`src/rtl/sample_readout_pkg.sv`:
```
// Shared definitions for the sample readout path.
//   SAMPLE_WIDTH : default width of one captured sample
//   IDLE..SEND   : readout FSM encodings, exported so status registers can decode them
//   bytes_for()  : bytes needed to carry a sample of a given width
package sample_readout_pkg;

   localparam int unsigned SAMPLE_WIDTH = 16;

   localparam logic [1:0] IDLE = 2'd0;
   localparam logic [1:0] READ = 2'd1;
   localparam logic [1:0] LOAD = 2'd2;
   localparam logic [1:0] SEND = 2'd3;

   function automatic int unsigned bytes_for(input int unsigned width);
      return (width + 7) / 8;
   endfunction

endpackage

```
`src/rtl/sample_readout_byte_serializer.sv`:
```
// Serializes one sample word into bytes on a valid/ready stream, MSB byte first.
// Ports:
//   clk, reset   : clock, asynchronous active-low reset
//   load         : capture word and start presenting byte 0 on the next cycle
//   word         : BYTES*8-bit zero-padded sample
//   tx_ready     : downstream accept
//   tx_data      : current byte (top byte of the shift register, so it is registered)
//   tx_valid     : tx_data valid, held until the last byte is accepted
//   last_accept  : the last byte of the word is being accepted this cycle
module sample_readout_byte_serializer #(
   parameter int unsigned BYTES = 2
) (
   input  logic               clk,
   input  logic               reset,
   input  logic               load,
   input  logic [BYTES*8-1:0] word,
   input  logic               tx_ready,
   output logic [7:0]         tx_data,
   output logic               tx_valid,
   output logic               last_accept
);

   localparam int unsigned W     = BYTES * 8;
   localparam int unsigned IDX_W = (BYTES > 1) ? $clog2(BYTES) : 1;

   logic [W-1:0]     shreg;
   logic [IDX_W-1:0] idx;
   logic             accept;

   assign accept      = tx_valid && tx_ready;
   assign last_accept = accept && (idx == IDX_W'(BYTES - 1));
   assign tx_data     = shreg[W-1 -: 8];

   always_ff @(posedge clk or negedge reset) begin
      if (!reset) begin
         shreg    <= '0;
         idx      <= '0;
         tx_valid <= 1'b0;
      end else if (load) begin
         shreg    <= word;
         idx      <= '0;
         tx_valid <= 1'b1;
      end else if (accept) begin
         shreg <= shreg << 8;
         if (last_accept) begin
            tx_valid <= 1'b0;
            idx      <= '0;
         end else begin
            idx <= idx + IDX_W'(1);
         end
      end
   end

endmodule

```
`src/rtl/sample_readout.sv`:
```
// Drains the circular sample RAM after a capture: reads num_samples words starting at
// start_addr (wrapping at the top of the RAM) and streams each one out as bytes.
// Ports:
//   clk, reset              : clock, asynchronous active-low reset
//   start                   : one-cycle dump request (ignored while busy)
//   start_addr, num_samples : oldest sample address and sample count, sampled with start
//   rd_en, rd_addr, rd_data : synchronous RAM read port (data one cycle after rd_en)
//   tx_data, tx_valid,
//   tx_ready                : byte stream toward the host-link transmitter
//   busy                    : dump in progress
//   done                    : one-cycle pulse when a dump completes
module sample_readout
   import sample_readout_pkg::*;
#(
   parameter int unsigned DATA_WIDTH = SAMPLE_WIDTH,
   parameter int unsigned ADDR_WIDTH = 8
) (
   input  logic                  clk,
   input  logic                  reset,
   input  logic                  start,
   input  logic [ADDR_WIDTH-1:0] start_addr,
   input  logic [ADDR_WIDTH:0]   num_samples,
   output logic                  rd_en,
   output logic [ADDR_WIDTH-1:0] rd_addr,
   input  logic [DATA_WIDTH-1:0] rd_data,
   output logic [7:0]            tx_data,
   output logic                  tx_valid,
   input  logic                  tx_ready,
   output logic                  busy,
   output logic                  done
);

   localparam int unsigned BYTES = bytes_for(DATA_WIDTH);
   localparam logic [ADDR_WIDTH:0] CNT_ONE = (ADDR_WIDTH + 1)'(1);

   logic [1:0]            state;
   logic                  start_pend;  // request latched, acted on next cycle in IDLE
   logic [ADDR_WIDTH-1:0] addr;
   logic [ADDR_WIDTH:0]   remaining;
   logic                  load;
   logic [BYTES*8-1:0]    word;
   logic                  last_accept;

   assign load = (state == LOAD);

   always_comb begin
      word                   = '0;
      word[DATA_WIDTH-1:0]   = rd_data;
   end

   always_ff @(posedge clk or negedge reset) begin
      if (!reset) begin
         state      <= IDLE;
         start_pend <= 1'b0;
         addr       <= '0;
         remaining  <= '0;
         rd_en      <= 1'b0;
         rd_addr    <= '0;
         busy       <= 1'b0;
         done       <= 1'b0;
      end else begin
         done <= 1'b0;
         case (state)
            IDLE: begin
               if (start_pend) begin
                  start_pend <= 1'b0;
                  if (remaining == '0) begin
                     done <= 1'b1;
                  end else begin
                     state   <= READ;
                     rd_en   <= 1'b1;
                     rd_addr <= addr;
                     busy    <= 1'b1;
                  end
               end else if (start) begin
                  start_pend <= 1'b1;
                  addr       <= start_addr;
                  remaining  <= num_samples;
               end
            end
            // RAM samples rd_en at the edge leaving READ; data is ready during LOAD.
            READ: begin
               rd_en <= 1'b0;
               state <= LOAD;
            end
            LOAD: state <= SEND;
            SEND: begin
               if (last_accept) begin
                  remaining <= remaining - CNT_ONE;
                  addr      <= addr + ADDR_WIDTH'(1);
                  if (remaining == CNT_ONE) begin
                     done  <= 1'b1;
                     busy  <= 1'b0;
                     state <= IDLE;
                  end else begin
                     state   <= READ;
                     rd_en   <= 1'b1;
                     rd_addr <= addr + ADDR_WIDTH'(1);
                  end
               end
            end
            default: state <= IDLE;
         endcase
      end
   end

   sample_readout_byte_serializer #(
      .BYTES(BYTES)
   ) u_ser (
      .clk        (clk),
      .reset      (reset),
      .load       (load),
      .word       (word),
      .tx_ready   (tx_ready),
      .tx_data    (tx_data),
      .tx_valid   (tx_valid),
      .last_accept(last_accept)
   );

endmodule

```
`config.mk`:
```
export PLATFORM = sky130hd
export DESIGN_NAME = sample_readout
export DESIGN_NICKNAME = d
export VERILOG_FILES = /design/src/rtl/sample_readout_pkg.sv /design/src/rtl/sample_readout_byte_serializer.sv /design/src/rtl/sample_readout.sv
export SDC_FILE = /design/constraint.sdc
export NUM_CORES = 1
export LEC_CHECK = 0
export ABC_CLOCK_PERIOD_IN_PS = 2550
export BUFFER_PORTS_ARGS = -buffer_cell sky130_fd_sc_hd__buf_2
export CAP_MARGIN = 10
export CORE_AREA = 2 2 62 109
export CTS_CLUSTER_DIAMETER = 50
export CTS_CLUSTER_SIZE = 25
export DETAILED_ROUTE_END_ITERATION = 8
export DIE_AREA = 0 0 64 111
export GPL_TIMING_DRIVEN = 0
export PLACE_DENSITY = 0.73
export REMOVE_ABC_BUFFERS = 1
export SLEW_MARGIN = 10
export SYNTH_ARGS = -nofsm -noshare
export SYNTH_HDL_FRONTEND = slang
export SYNTH_SLANG_ARGS = --single-unit
export TNS_END_PERCENT = 100
```
`constraint.sdc`:
```
create_clock -name clk -period 2.55 [get_ports clk]
set_clock_uncertainty 0.1 [all_clocks]
set_input_delay 0.3825 -clock clk [delete_from_list [all_inputs] [get_ports clk]]
set_output_delay 0.3825 -clock clk [all_outputs]
set_load 0.03 [all_outputs]
```
==> flow_summary.yaml, run 1 <==
route:
  detail-route-antenna-nets: 0
  drt_wl_total_um: 5880
  wire_per_inst_um: 14.1
  drtIter0Drc: 122
  drc: 0
  dr.pass1.iters: 4
  dr_total_vias: 2267
  viasPerCell: 5.45
sta:
  setup_tns_ns: 0
  fin_ws_ns: 0.156
  maxSlewHeadroom_pct: 27.8
  final_hold_viol_count: 0
  whs_ns: 0.192
  setup_viol: 0
  fin_crit_ns: 2.39
  max_freq_mhz: 418
  finalCritPeriodShare_pct: 93.9
  drv_slew: 0
  tightest_slew_ns: 1.08
  rsz0062_at_grt: "false"
layout:
  final_cells: 416
  antenna_cells: 0
  final_common_cell: "buf_2"
  drive_gt1_share_pct: 25.4
  area_growth_pct: 18.2
  regArea_um2: 1230
  finalInstanceArea_um2: 3230
  post-route-util_pct: 51.4
  mostFrequentLayoutCells: "buf_2, dfrtp_1, nand2_1"
  final_nets: 379
  fill_cells: 572
  multi_input_area_um2: 1380
clocking:
  ctsHoldBuffers: 0
  clock_latency_ns: 0.29
  root_buffer: "clkbuf_16"
  cts_buffers: 5
  cts.clk_slew.worst_paths_ns: 0.07
  clockBufferDepth: 2
  cts_tree: "yes"
  cts-htree-levels: 2
  clkSinkCount: 49
place:
  place_inst: 407
  pre_cts_ws_ns: -0.745
  place_congestion: 0.790
  io_buffers: 56
  post_dp_cell_area_um2: 3020
  dp_hpwl_um: 4150
die:
  die_area_um2: 7100
  core_area_um2: 6290
  io_pins: 57
  die_w_um: 64
  die-height_um: 111
  start_util_pct: 43.5
  rows: 39
job:
  cap_violations: 0
outcome:
  status: "completed"
yosys:
  postSynthCellCount: 291
  postSynthAreaPerCell_um2: 9.40
  synth_cell_types: 43
  synth_edf_count: 0
  ys_warn_count: 0
  netlist_area_um2: 2740
  ys.flop_type: "dfrtp_1"
  yosysSeqAreaShare_pct: 44.8
  async_flop_share_pct: 100
  synth_seq_cells: 49
setup_path:
  cp.arrival_ns: 2.48
  critPathKind: "reg2reg"
  crit_required_ns: 2.63
  cp-end-kind: "flop"
  r2r-start: "state[0]"
  startpoint_type: "flop"
  r2r_slack_ns: 0.16
  reg2reg_depth: 6
  r2r_end: "remaining[6]"
  path_max_fanout: 23
global_route:
  grt_antenna_before_repair: 0
  grt_pass1_wl_um: 10000
  grt_pass1_vias: 2222
  grt_usage_pct: 17.9
  grt_remaining_overflow: 0
  grt_max_degree: 50
pwr:
  max-vdd-ir-drop_mv: 0.609
  power.leakage_nw: 1.47
  power.density_nw_per_um2: 1550
  power.total_mw: 5.01
hold_path:
  hold_class: "in2async"
cell usage after synthesis, types with 2 or more instances:
cell type / number / area [µm²]
a21oi_1: 20 / 100
a22oi_1: 2 / 15.0
nand4_1: 2 / 12.5
and3_1: 6 / 37.5
nand3_1: 12 / 60.1
inv_1: 8 / 30.0
o22a_1: 2 / 17.5
a221oi_2: 5 / 75.1
o221a_2: 6 / 67.6
and4_1: 2 / 17.5
nand2_1: 37 / 139
mux2i_1: 14 / 140
buf_4: 8 / 60.1
a21o_1: 2 / 15.0
nand3b_1: 3 / 22.5
dfrtp_1: 49 / 1230
ha_1: 9 / 113
o22ai_1: 16 / 100
clkbuf_1: 10 / 37.5
o21ai_0: 33 / 165
nor2_1: 19 / 71.3
o21a_1: 2 / 15.0
buf_2: 4 / 20.0
where the power goes:
part | total [mW] | leakage [nW] | internal (mW) | switching (mW)
Combinational | 2.62 | 0.787 | 1.03 | 1.59
Sequential | 1.53 | 0.586 | 1.18 | 0.353
Clock | 0.854 | 0.0938 | 0.560 | 0.294
Total | 5.01 | 1.47 | 2.77 | 2.24
state kept, by name, indices dropped and copies added (netlist names):
register / count
u_ser.shreg: 16
remaining: 9
addr: 8
rd_addr: 8
state: 2
busy: 1
done: 1
rd_en: 1
start_pend: 1
u_ser.idx: 1
u_ser.tx_valid: 1
worst max path at each step:
stage / startpoint / to / slack [ns] / depth (start not counted)
after global placement: state[1] / remaining[8] / -1.89 / 4
after global routing: state[1] / remaining[7] / 0.005 / 5
after CTS: state[0] / remaining[6] / 0.16 / 6
after floorplan: state[1] / remaining[6] / -0.75 / 4
after detailed placement: state[1] / remaining[4] / -0.74 / 5
final: state[0] / remaining[6] / 0.16 / 6
what timing repair did:
action                     CTS  global route
setup endpoints to repair   28             0
gates resized for setup      3             0
buffers inserted             1             0
kinds of logic (layout without fill, tap and decap cells):
logic type	after synthesis	count (layout)	synth area share, %
compound gates	96	96	23.3
simple gates	90	90	16.3
flops	49	49	44.8
buf+inv	32	75	5.95
mux	14	14	5.12
fa+ha+maj	9	9	4.12
xor+xnor	1	1	0.320
worst max-delay path, cell delays in order, from the launching register on:
cell and delay, ns:
dfrtp_1 0.43, inv_1 0.13, ha_1 0.34, a221oi_4 0.35
buf_8 0.22, nand2_1 0.34, o221a_2 0.36
layout make-up:
class	count	area share, %
Clock buffer	5	3.87
Clock inverter	3	2.01
Inverter	9	1.04
Multi-Input combinational cell	210	42.6
Sequential cell	49	37.9
Tap cell	82	3.17
Timing Repair Buffer	58	9.37
layer usage:
layer	part of all wire, %	global-route usage [%]	routed length, µm
met5	0	0	0
met4	2.6	8.70	153
met3	3.8	3.96	222
met2	53	32.1	3140
met1	40	19.1	2370
(Power assumes the default switching activity.)
==> run 2: changes to the inputs <==
--- a/config.mk
+++ b/config.mk
@@ -5,7 +5,6 @@
 export SDC_FILE = /design/constraint.sdc
 export NUM_CORES = 1
 export LEC_CHECK = 0
-export ABC_CLOCK_PERIOD_IN_PS = 2550
 export BUFFER_PORTS_ARGS = -buffer_cell sky130_fd_sc_hd__buf_2
 export CAP_MARGIN = 10
 export CORE_AREA = 2 2 62 109
@@ -16,6 +15,7 @@
 export GPL_TIMING_DRIVEN = 0
 export PLACE_DENSITY = 0.73
 export REMOVE_ABC_BUFFERS = 1
+export SETUP_SLACK_MARGIN = 0.5
 export SLEW_MARGIN = 10
 export SYNTH_ARGS = -nofsm -noshare
 export SYNTH_HDL_FRONTEND = slang
==> constraint.sdc (replaced) <==
create_clock -name clk -period 2.4 [get_ports clk]
set_clock_uncertainty 0.1 [all_clocks]
set_input_delay 0.36 -clock clk [delete_from_list [all_inputs] [get_ports clk]]
set_output_delay 0.36 -clock clk [all_outputs]
set_load 0.03 [all_outputs]
==> run 2 against run 1 <==
Global-route usage up 2.0 points; non-clock buffer count up 29; via count up 8.8%; power up 31%; wire length up 21%; final cell count up 7.0%; core utilization up 7.4 points; combinational power up 52%; hold slack worse by 0.023 ns; critical path type unchanged; critical endpoint is now rd_addr[3].
==> flow_summary.yaml, run 2 (synthesis results as in run 1) <==
sta:
  setup_viol: 0
  maxSlewHeadroom_pct: 26.7
  fin_ws_ns: 0.472
  tightest_slew_ns: 1.10
  fin_crit_ns: 1.93
  whs_ns: 0.169
  setup_tns_ns: 0
  finalCritPeriodShare_pct: 80.3
  drv_slew: 0
  max_freq_mhz: 519
  rsz0062_at_grt: "true"
  final_hold_viol_count: 0
setup_path:
  cpPeakStageDelay_ns: 0.46
  cp-end-kind: "flop"
  cp.arrival_ns: 2.03
  path_max_fanout: 5
  crit_chain: "ha_4 -> buf_6 -> a21oi_4 -> a21boi_4 -> clkbuf_16 -> nor2_4 -> a221oi_2"
  critPathKind: "reg2reg"
  cpMaxStageDelayCell: "dfrtp_2"
  crit_required_ns: 2.50
  startpoint_type: "flop"
layout:
  antenna_cells: 0
  mostFrequentLayoutCells: "buf_2, dfrtp_1, nand2_1"
  final_nets: 408
  finalInstanceArea_um2: 3700
  final_common_cell: "buf_2"
  area_growth_pct: 35.2
  largest_register: "u_ser.shreg"
  final_cells: 445
  reg.largest.list: "u_ser.shreg (16), remaining (9)"
  largest_reg_flops: 16
  drive_gt1_share_pct: 38.3
place:
  place_congestion: 0.790
  place_inst: 407
  post_dp_cell_area_um2: 3020
  dp_hpwl_um: 4150
  pre_cts_ws_ns: -0.895
  io_buffers: 56
route:
  dr_total_vias: 2467
  drtIter0Drc: 151
  viasPerCell: 5.54
  drc: 0
  dr.pass1.iters: 5
  wire_per_inst_um: 16.0
  drt_wl_total_um: 7120
  detail-route-antenna-nets: 0
clocking:
  clock_latency_ns: 0.29
  cts-htree-levels: 2
  cts_tree: "yes"
  cts.clk_slew.worst_paths_ns: 0.06
  root_buffer: "clkbuf_16"
  ctsHoldBuffers: 0
  cts_buffers: 5
  clockBufferDepth: 2
  clkSinkCount: 49
die:
  die-height_um: 111
  io_pins: 57
  die_w_um: 64
  start_util_pct: 43.5
  rows: 39
  core_area_um2: 6290
  die_area_um2: 7100
pwr:
  max-vdd-ir-drop_mv: 0.777
  power.density_nw_per_um2: 1770
  power.leakage_nw: 1.65
global_route:
  grt_pass1_vias: 2391
  grt_pass1_wl_um: 11100
  grt_antenna_before_repair: 0
  grt_max_degree: 50
  grt_remaining_overflow: 0
  grt_usage_pct: 19.9
hold_path:
  hold_class: "in2async"
job:
  cap_violations: 0
outcome:
  status: "completed"
run 2: layout make-up:
cell class                      instances  area [µm²]
Fill cell                             509        2600
Multi-Input combinational cell        210        1510
Sequential cell                        49        1230
Timing Repair Buffer                   87         626
Clock buffer                            5         125
Tap cell                               82         103
Clock inverter                          3        65.1
Inverter                                9        37.5
run 2: path summary, 6_finish.rpt:
check                            startpoint  slack, ns               to  cells after the start
worst max-delay path               state[0]       0.47       rd_addr[3]                      7
worst min-delay path                  reset       0.17     remaining[2]                      1
worst max register to register     state[0]       0.47       rd_addr[3]                      7
worst min register to register        rd_en       0.42            rd_en                      2
max in group asynchronous             reset       1.28         state[1]                      1
min in group clk                rd_data[12]       0.17  u_ser.shreg[12]                      3
run 2: power breakdown:
| group | internal [mW] | switching, mW |
|---|---|---|
| combinational | 1.88 | 2.10 |
| clock | 0.595 | 0.314 |
| sequential | 1.26 | 0.409 |
| total | 3.73 | 2.82 |
run 2: metal layers:
metal	routed length (µm)	track usage [%]	vias to the layer above
met1	2760	21.6	1180
met3	283	3.76	19
met2	3830	35.3	76
met4	241	10.4	0
li1	-	-	1192
met5	0	0	-
run 2: through the flow:
stage | util, % | total power [mW]
6_report | 58.7 | 6.55
5_1_grt | 58.7 | 6.97
4_1_cts | 55.6 | 6.10
3_5_place_dp | 47.9 | 4.37
3_3_place_gp | 47.5 | 4.20
2_1_floorplan | - | 3.61
run 2: what timing repair did:
item                                    CTS  global route
hold endpoints to repair                  0             0
resized for setup                        20            26
pin swaps                                 3            15
cloned                                    1             1
endpoints found under the setup margin   34            24
buffers inserted                         19             9
run 2: worst max-delay path: cells and delay by family, from the launching register on:
family	cells	cell delay, ns
AO/OA/AOI/OAI	3	0.69
adder cells (fa/ha/maj)	1	0.20
buffers and inverters	2	0.35
flip-flops	1	0.46
AND/OR/NAND/NOR	1	0.03
==> run 3: changes to the inputs <==
==> constraint.sdc (replaced) <==
create_clock -name clk -period 1.84 [get_ports clk]
set_clock_uncertainty 0.1 [all_clocks]
set_input_delay 0.276 -clock clk [delete_from_list [all_inputs] [get_ports clk]]
set_output_delay 0.276 -clock clk [all_outputs]
set_load 0.03 [all_outputs]
==> run 3 against run 2 <==
The flow now finishes with violations (negative setup slack); design area up 15%; worst setup slack worse by 0.64 ns; power up 59%; hold slack worse by 0.085 ns; core utilization up 8.7 points; critical path type unchanged; highest routed layer unchanged.
==> flow_summary.yaml, run 3 (synthesis results as in run 1) <==
outcome:
  status: "finished with violations"
  violations: "negative setup slack"
die:
  core_area_um2: 6290
  die-height_um: 111
  die_area_um2: 7100
  start_util_pct: 43.5
  rows: 39
  die_w_um: 64
  io_pins: 57
job:
  cap_violations: 0
clocking:
  cts.clk_slew.worst_paths_ns: 0.07
  root_buffer: "clkbuf_16"
  clkSinkCount: 49
  cts-htree-levels: 2
  ctsHoldBuffers: 0
  cts_buffers: 5
  cts_tree: "yes"
  clock_latency_ns: 0.30
  clockBufferDepth: 2
layout:
  mostFrequentLayoutCells: "buf_2, dfrtp_1, buf_4"
  drive_gt1_share_pct: 54.5
  antenna_cells: 0
  fill_cells: 414
  final_common_cell: "buf_2"
  finalInstanceArea_um2: 4240
  reg.largest.list: "u_ser.shreg (16), remaining (9)"
  final_nets: 425
  largest_reg_flops: 16
  largest_register: "u_ser.shreg"
  area_growth_pct: 55.2
place:
  dp_hpwl_um: 4150
  io_buffers: 56
  place_congestion: 0.790
  pre_cts_ws_ns: -1.45
  post_dp_cell_area_um2: 3020
sta:
  final_hold_viol_count: 0
  setup_tns_ns: -1.61
  finalCritPeriodShare_pct: 109
  maxSlewHeadroom_pct: 21.9
  fin_crit_ns: 2.01
  fin_ws_ns: -0.168
  max_freq_mhz: 498
  rsz0062_at_grt: "true"
  drv_slew: 0
  whs_ns: 0.0835
  tightest_slew_ns: 1.17
  setup_viol: 21
pwr:
  seq_power_share_pct: 21.8
  sw_frac_of_total_pct: 43.8
  combinationalPowerShare_pct: 66.5
  p_switching_mw: 4.56
  max-vdd-ir-drop_mv: 1.06
  clkPwrFrac_pct: 11.7
  intPower_mw: 5.84
  power.leakage_nw: 1.88
  power.density_nw_per_um2: 2450
global_route:
  grt_antenna_before_repair: 0
  grt_pass1_wl_um: 11200
  grt_remaining_overflow: 0
  grt_max_degree: 50
  grt_usage_pct: 20.2
  grt_pass1_vias: 2401
route:
  dr_total_vias: 2729
  drc: 0
  wire_per_inst_um: 19.9
  drtIter0Drc: 164
  dr.pass1.iters: 4
  drt_wl_total_um: 9210
  detail-route-antenna-nets: 0
  viasPerCell: 5.91
setup_path:
  cp-end-kind: "flop"
  cp-startpoint: "state[0]"
  cpMaxStageDelayCell: "dfrtp_2"
  path_max_fanout: 5
  r2r_slack_ns: -0.17
  reg2reg_depth: 7
  crit_chain: "ha_4 -> buf_6 -> a21oi_4 -> a21boi_4 -> clkbuf_16 -> nor2_1 -> a221oi_2"
  r2r-start: "state[0]"
  cpPeakStageDelay_ns: 0.48
  critPathKind: "reg2reg"
  cp.arrival_ns: 2.11
  crit_required_ns: 1.94
  startpoint_type: "flop"
  r2r_end: "rd_addr[3]"
hold_path:
  hold_depth: 3
  hold_class: "in2reg"
  min_from: "rd_data[11]"
  hold_path_end: "u_ser.shreg[11]"
run 3: metrics by stage:
| stage | power [mW] | std cells | utilization (%) |
|---|---|---|---|
| 6_report | 10.4 | 462 | 67.4 |
| 5_1_grt | 10.9 | 462 | 67.4 |
| 4_1_cts | 8.08 | 438 | 56.6 |
| 3_5_place_dp | 5.70 | 407 | 47.9 |
| 3_3_place_gp | 5.38 | 406 | 47.5 |
| 2_1_floorplan | 4.70 | 268 | - |
run 3: how the worst max path moves through the flow:
stage / slack (ns) / cells after the start / endpoint
6_report: -0.17 / 7 / rd_addr[3]
5_1_grt: -0.22 / 7 / rd_addr[3]
4_1_cts: -0.03 / 6 / busy
3_5_place_dp: -1.45 / 5 / remaining[4]
3_3_place_gp: -2.60 / 4 / remaining[8]
2_1_floorplan: -1.46 / 4 / remaining[6]
run 3: per-layer routing:
metal	up-vias	track usage, %	wire, µm
met3	31	3.86	336
met4	0	11.3	472
li1	1235	-	-
met2	89	35.3	5100
met1	1374	22.2	3300
met5	-	0	0
run 3: final cells by class:
class | instances | area (µm²) | area share [%]
Sequential cell | 49 | 1230 | 29.0
Multi-Input combinational cell | 210 | 1780 | 41.9
Clock buffer | 5 | 125 | 2.95
Tap cell | 82 | 103 | 2.42
Timing Repair Buffer | 104 | 902 | 21.3
Clock inverter | 3 | 65.1 | 1.53
Inverter | 9 | 37.5 | 0.884
run 3: worst max-delay path, delay by kind of cell (launching register included):
family          cells  cell delay [ns]
buf+inv             2             0.34
flops               1             0.48
fa+ha+maj           1             0.22
simple gates        1             0.06
compound gates      3             0.71
run 3: power groups by stage:
stage | clock network, mW | logic, mW | registers (mW)
2_1_floorplan | 0 | 2.29 | 2.41
3_3_place_gp | 0 | 3.28 | 2.10
3_5_place_dp | 0 | 3.56 | 2.13
4_1_cts | 1.21 | 4.74 | 2.13
5_1_grt | 1.25 | 7.30 | 2.33
6_report | 1.22 | 6.91 | 2.27
run 3: repair_timing:
item | in CTS | in global routing
endpoints found under the setup margin | 48 | 48
cloned | 1 | 7
resized for setup | 29 | 117
pin swaps | 7 | 41
buffers inserted | 22 | 17
